## config.mk

```make
export PLATFORM = sky130hd
export DESIGN_NAME = result_monitor
export DESIGN_NICKNAME = d
export VERILOG_FILES = /design/src/rtl/bfm_pkg.sv /design/src/rtl/valid_delay.sv /design/src/rtl/result_monitor.sv
export SDC_FILE = /design/constraint.sdc
export NUM_CORES = 2
export LEC_CHECK = 0
export ABC_CLOCK_PERIOD_IN_PS = 3100
export BUFFER_PORTS_ARGS = -buffer_cell sky130_fd_sc_hd__buf_2
export CORE_AREA = 2 2 638 640
export DETAILED_ROUTE_END_ITERATION = 12
export DIE_AREA = 0 0 640 642
export REMOVE_ABC_BUFFERS = 1
export SETUP_SLACK_MARGIN = 0.1
export SLEW_MARGIN = 10
export SYNTH_ARGS = -nofsm -noshare
export SYNTH_HDL_FRONTEND = slang
export SYNTH_SLANG_ARGS = --single-unit
```

## constraint.sdc

```tcl
create_clock -name clk_i -period 3.1 [get_ports clk_i]
set_clock_uncertainty 0.2 [all_clocks]
set_input_delay 0.155 -clock clk_i [delete_from_list [all_inputs] [get_ports clk_i]]
set_output_delay 0.155 -clock clk_i [all_outputs]
set_load 0.05 [all_outputs]
```

## src/rtl/bfm_pkg.sv

```systemverilog
// Shared types and default sizes for the adder-bench driver and result monitor.
package bfm_pkg;

  localparam int BFM_DATA_W  = 8;
  localparam int BFM_NUM_TXN = 200;

  typedef enum logic [1:0] {
    ST_IDLE    = 2'd0,
    ST_CAPTURE = 2'd1,
    ST_DONE    = 2'd2
  } mon_state_t;

endpackage

```

## src/rtl/valid_delay.sv

```systemverilog
// Aligns the driver's operand-valid strobe with the DUT result by delaying it
// LATENCY cycles; LATENCY = 0 is a straight wire.
module valid_delay #(
  parameter int LATENCY = 1
) (
  input  logic clk_i,
  input  logic reset_ni,
  input  logic valid_i,
  output logic valid_o
);

  generate
    if (LATENCY == 0) begin : g_pass
      logic unused_clk_rst;
      assign unused_clk_rst = clk_i ^ reset_ni;
      assign valid_o        = valid_i;
    end else begin : g_shift
      logic [LATENCY-1:0] pipe_q;
      logic [LATENCY-1:0] pipe_d;

      always_comb begin
        pipe_d    = pipe_q;
        pipe_d[0] = valid_i;
        for (int i = 1; i < LATENCY; i++) begin
          pipe_d[i] = pipe_q[i-1];
        end
      end

      always_ff @(posedge clk_i) begin
        if (!reset_ni) begin
          pipe_q <= '0;
        end else begin
          pipe_q <= pipe_d;
        end
      end

      assign valid_o = pipe_q[LATENCY-1];
    end
  endgenerate

endmodule

```

## src/rtl/result_monitor.sv

```systemverilog
// Captures a burst of NUM_TXN DUT results, LSB-first, into one flat vector.
// state   | meaning
// IDLE    | waiting for start_i; previous burst's data/count retained
// CAPTURE | writing each delayed-valid result into slot count_o
// DONE    | burst full, data frozen; extra samples raise overflow_o
module result_monitor
  import bfm_pkg::*;
#(
  parameter  int DATA_W  = BFM_DATA_W,
  parameter  int NUM_TXN = BFM_NUM_TXN,
  parameter  int LATENCY = 1,
  parameter  int BUF_W   = DATA_W * NUM_TXN,
  localparam int CNT_W   = $clog2(NUM_TXN + 1)
) (
  input  logic              clk_i,
  input  logic              reset_ni,
  input  logic              start_i,
  input  logic              clear_i,
  input  logic              valid_i,
  input  logic [DATA_W-1:0] res_i,
  output logic [BUF_W-1:0]  data_o,
  output logic [CNT_W-1:0]  count_o,
  output logic              busy_o,
  output logic              done_o,
  output logic              overflow_o
);

  mon_state_t        state_q, state_d;
  logic [BUF_W-1:0]  data_q, data_d;
  logic [CNT_W-1:0]  count_q, count_d;
  logic              overflow_q, overflow_d;
  logic              valid_dly;

  valid_delay #(
    .LATENCY (LATENCY)
  ) u_valid_delay (
    .clk_i    (clk_i),
    .reset_ni (reset_ni),
    .valid_i  (valid_i),
    .valid_o  (valid_dly)
  );

  always_comb begin
    state_d    = state_q;
    data_d     = data_q;
    count_d    = count_q;
    overflow_d = overflow_q;
    unique case (state_q)
      ST_IDLE: begin
        if (start_i) begin
          state_d = ST_CAPTURE;
          data_d  = '0;
          count_d = '0;
        end
      end
      ST_CAPTURE: begin
        if (valid_dly) begin
          // Decoded slot write keeps the index arithmetic out of the datapath.
          for (int k = 0; k < NUM_TXN; k++) begin
            if (int'(count_q) == k) begin
              data_d[k*DATA_W +: DATA_W] = res_i;
            end
          end
          count_d = count_q + CNT_W'(1);
          if (int'(count_q) == NUM_TXN - 1) begin
            state_d = ST_DONE;
          end
        end
      end
      ST_DONE: begin
        // Clear takes priority so an acknowledged burst never reports overflow.
        if (clear_i) begin
          state_d    = ST_IDLE;
          overflow_d = 1'b0;
        end else if (valid_dly) begin
          overflow_d = 1'b1;
        end
      end
      default: begin
        state_d = ST_IDLE;
      end
    endcase
  end

  always_ff @(posedge clk_i) begin
    if (!reset_ni) begin
      state_q    <= ST_IDLE;
      data_q     <= '0;
      count_q    <= '0;
      overflow_q <= 1'b0;
    end else begin
      state_q    <= state_d;
      data_q     <= data_d;
      count_q    <= count_d;
      overflow_q <= overflow_d;
    end
  end

  assign data_o     = data_q;
  assign count_o    = count_q;
  assign busy_o     = (state_q == ST_CAPTURE);
  assign done_o     = (state_q == ST_DONE);
  assign overflow_o = overflow_q;

endmodule
```

==> reports/summary.txt <==
Synth Flop Type: dfxtp_1
Post-synth EDFFs: 0
Detailed Routing Iterations Pass 1: 5
post-route ant nets: 0
FFs w/ async S/R, synth: 0%
Worst-Margin Slew: 1.05 ns
achievable frequency: 0.349 GHz
Synth Register Bits: 1,612
CTS Root Cell: clkbuf_16
Crit Path Max Fanout: 41
drt first-iter violations: 4,162
die area: 411,000 um^2
GRT Overall Usage: 14.8%
row count: 234
Required @ worst endpoint: 3.67 ns
fin. max-slew vios: 0
vias in the first global route: 44,700
final hold violation count: 0
core area: 404,000 um^2
post-route minimum period: 2.87 ns
Hold WC Path Type: in -> reg
gpl congestion: 0.836
Layout Utilization: 18.7%
# IOs: 1,624
Final Cycle Share: 92.4%
total gr overflow: 0
Syn Inst Count: 4,845
Chip Height: 642 um
Post-Place Cells: 11,800
H-tree depth: 4
NumNets Final: 6,574
CP arrival: 3.44 ns
first-pass GRT wire length: 420,000 um
Longest Clk Path Bufs: 4
Critical Path, Cell by Cell: nand2_1 > buf_4 > nor2_4 > buf_12 > a22o_1
layout cells sized above 1: 36.7%
Rel. slew slack: 29.5%
Worst Setup Start Kind: flip-flop
number of vias per cell: 3.91
Crit path largest cell delay: 0.70 ns
CTS tree: done
largest net degree at the start of global routing: 128
PwrDens: 587 nW/um^2
setup TNS: 0 ns
register area share after synthesis: 61.2%
HPWL after DPL: 240,000 um
Final setup viols: 0
Die W: 640 um
Total Routed Length: 321,000 um
RSZ-0062 raised after global routing: false
clock buffer count from CTS: 177
via count: 47,500
Post-Syn Area per Cell: 10.9 um^2
Yosys warnings: 0
synthesized cell area: 52,800 um^2
Setup CP Type: reg -> reg
Final Total Pwr: 44,300 uW
worst vdd ir: 465 uV
sinks on the clock net: 1,612
CP max-delay cell: dfxtp_4
Starting Density: 13.0%
status: complete, no violations
Area Overhead vs Synth: 43.1%
non-filler cells, final: 12,100
Buf/Inv on CP: 2
DRC Markers: 0
Reg clk slew, reported paths: 0.06 ns
MaxCap Viol Count: 0
Skew-Pair Late Insertion Delay: 0.87 ns
PortBufs: 1,623
initial antenna violation count: 35
Leak Pwr: 0.0319 uW
Crit path max-delay family: simple AND/OR/NAND/NOR gates
Wirelength per Cell: 26.5 um
CP Capture Type: flip-flop
Synth cell types: 59
-- kinds of logic (layout without fill, tap and decap cells) --
group | Yosys count | after routing | synth area share [%]
compound gates | 1752 | 1752 | 24.8
xor+xnor | 6 | 6 | 0.0996
fa+ha+maj | 4 | 4 | 0.0949
buf+inv | 463 | 2311 | 3.99
flops | 1612 | 1612 | 61.2
mux | 2 | 2 | 0.0640
other cells | 0 | 16 | 0
simple gates | 1006 | 1006 | 9.76
-- metal layers --
layer	vias to the layer above	GRT usage, %	share of wire (%)
met4	12	4.76	3.6
met3	422	3.03	6.5
met5	-	0	0.024
met1	23400	17.6	40
li1	21500	-	-
met2	2094	26.5	50
-- what timing repair did --
action                                  CTS  global route
buffers inserted                          0             5
resized for setup                         3             2
pin swaps                                 0             3
hold buffers                             14             0
endpoints found under the setup margin   18            30
hold endpoints to repair                347             0
-- per-stage QoR --
step                hold WS [ns]  setup WS [ns]  instance area (um^2)
floorplan                 0.0742          -6.64                 50700
global placement           0.240         0.0525                 69300
detailed placement         0.241        -0.0194                 69300
CTS                       0.0770          0.148                 75400
global route               0.125          0.107                 75500
finish                     0.189          0.234                 75500
-- path summary, 6_finish.rpt --
path / startpoint / to / slack, ns / cells after the start
worst max register to register: count_o[3] / data_o[1393] / 0.23 / 5
worst max-delay path: count_o[3] / data_o[1393] / 0.23 / 5
worst min-delay path: clear_i / overflow_o / 0.19 / 5
worst min register to register: data_o[143] / data_o[143] / 0.25 / 2
-- power by group --
part / internal [uW] / switching [uW] / leakage, uW
combinational: 322 / 1440 / 0.0160
clock: 12500 / 9360 / 0.00293
sequential: 20700 / 5.96 / 0.0130
total: 33500 / 10800 / 0.0319
-- synthesized netlist by cell type, types with 19 or more instances --
master     count  area share [%]
a22o_1       784              13
buf_1         32            0.23
buf_2        188             1.8
buf_4         22            0.31
clkbuf_1     209             1.5
dfxtp_1     1612              61
nand2_1      106            0.75
nand3_1      531             5.0
nand4_1       60            0.71
nor2_1       191             1.4
nor2_2        19            0.23
o21ai_0      515             4.9
o21ai_1       79            0.75
o21ai_2       68             1.1
o2bb2ai_1    280             4.6
-- sequential cells by signal (all words and copies together) (netlist names) --
| signal | flops |
|---|---|
| data_o | 1600 |
| overflow_o | 1 |
| state_q | 2 |
| u_valid_delay.valid_o | 1 |
| count_o | 8 |
-- worst min-delay path, cell delays in order --
cell	delay, ns
dlygate4sd3_1	0.60
buf_2	0.22
nand2_1	0.08
nand2_1	0.05
nor2_1	0.09
-- layout by cell type (no fill, tap or decap), types with 51 or more instances in the layout --
cell type     n
a22o_1      784
buf_12       51
buf_2      1623
buf_4       304
clkbuf_16   177
dfxtp_1    1606
nand2_1      93
nand3_1     528
nand4_1      60
nor2_1      166
o21ai_0     515
o21ai_1      70
o21ai_2      76
o2bb2ai_1   280
-- area by class of cell --
cell class,instances,area [um^2]
fill,44700,329000
sequential,1612,32300
multi-input combinational,2770,18900
timing repair buffer,1992,11600
tap,5428,6790
clock buffer,254,5180
clock inverter,61,746
antenna,16,40.0
inverter,4,17.5
Power figures use the tool's default switching activity.
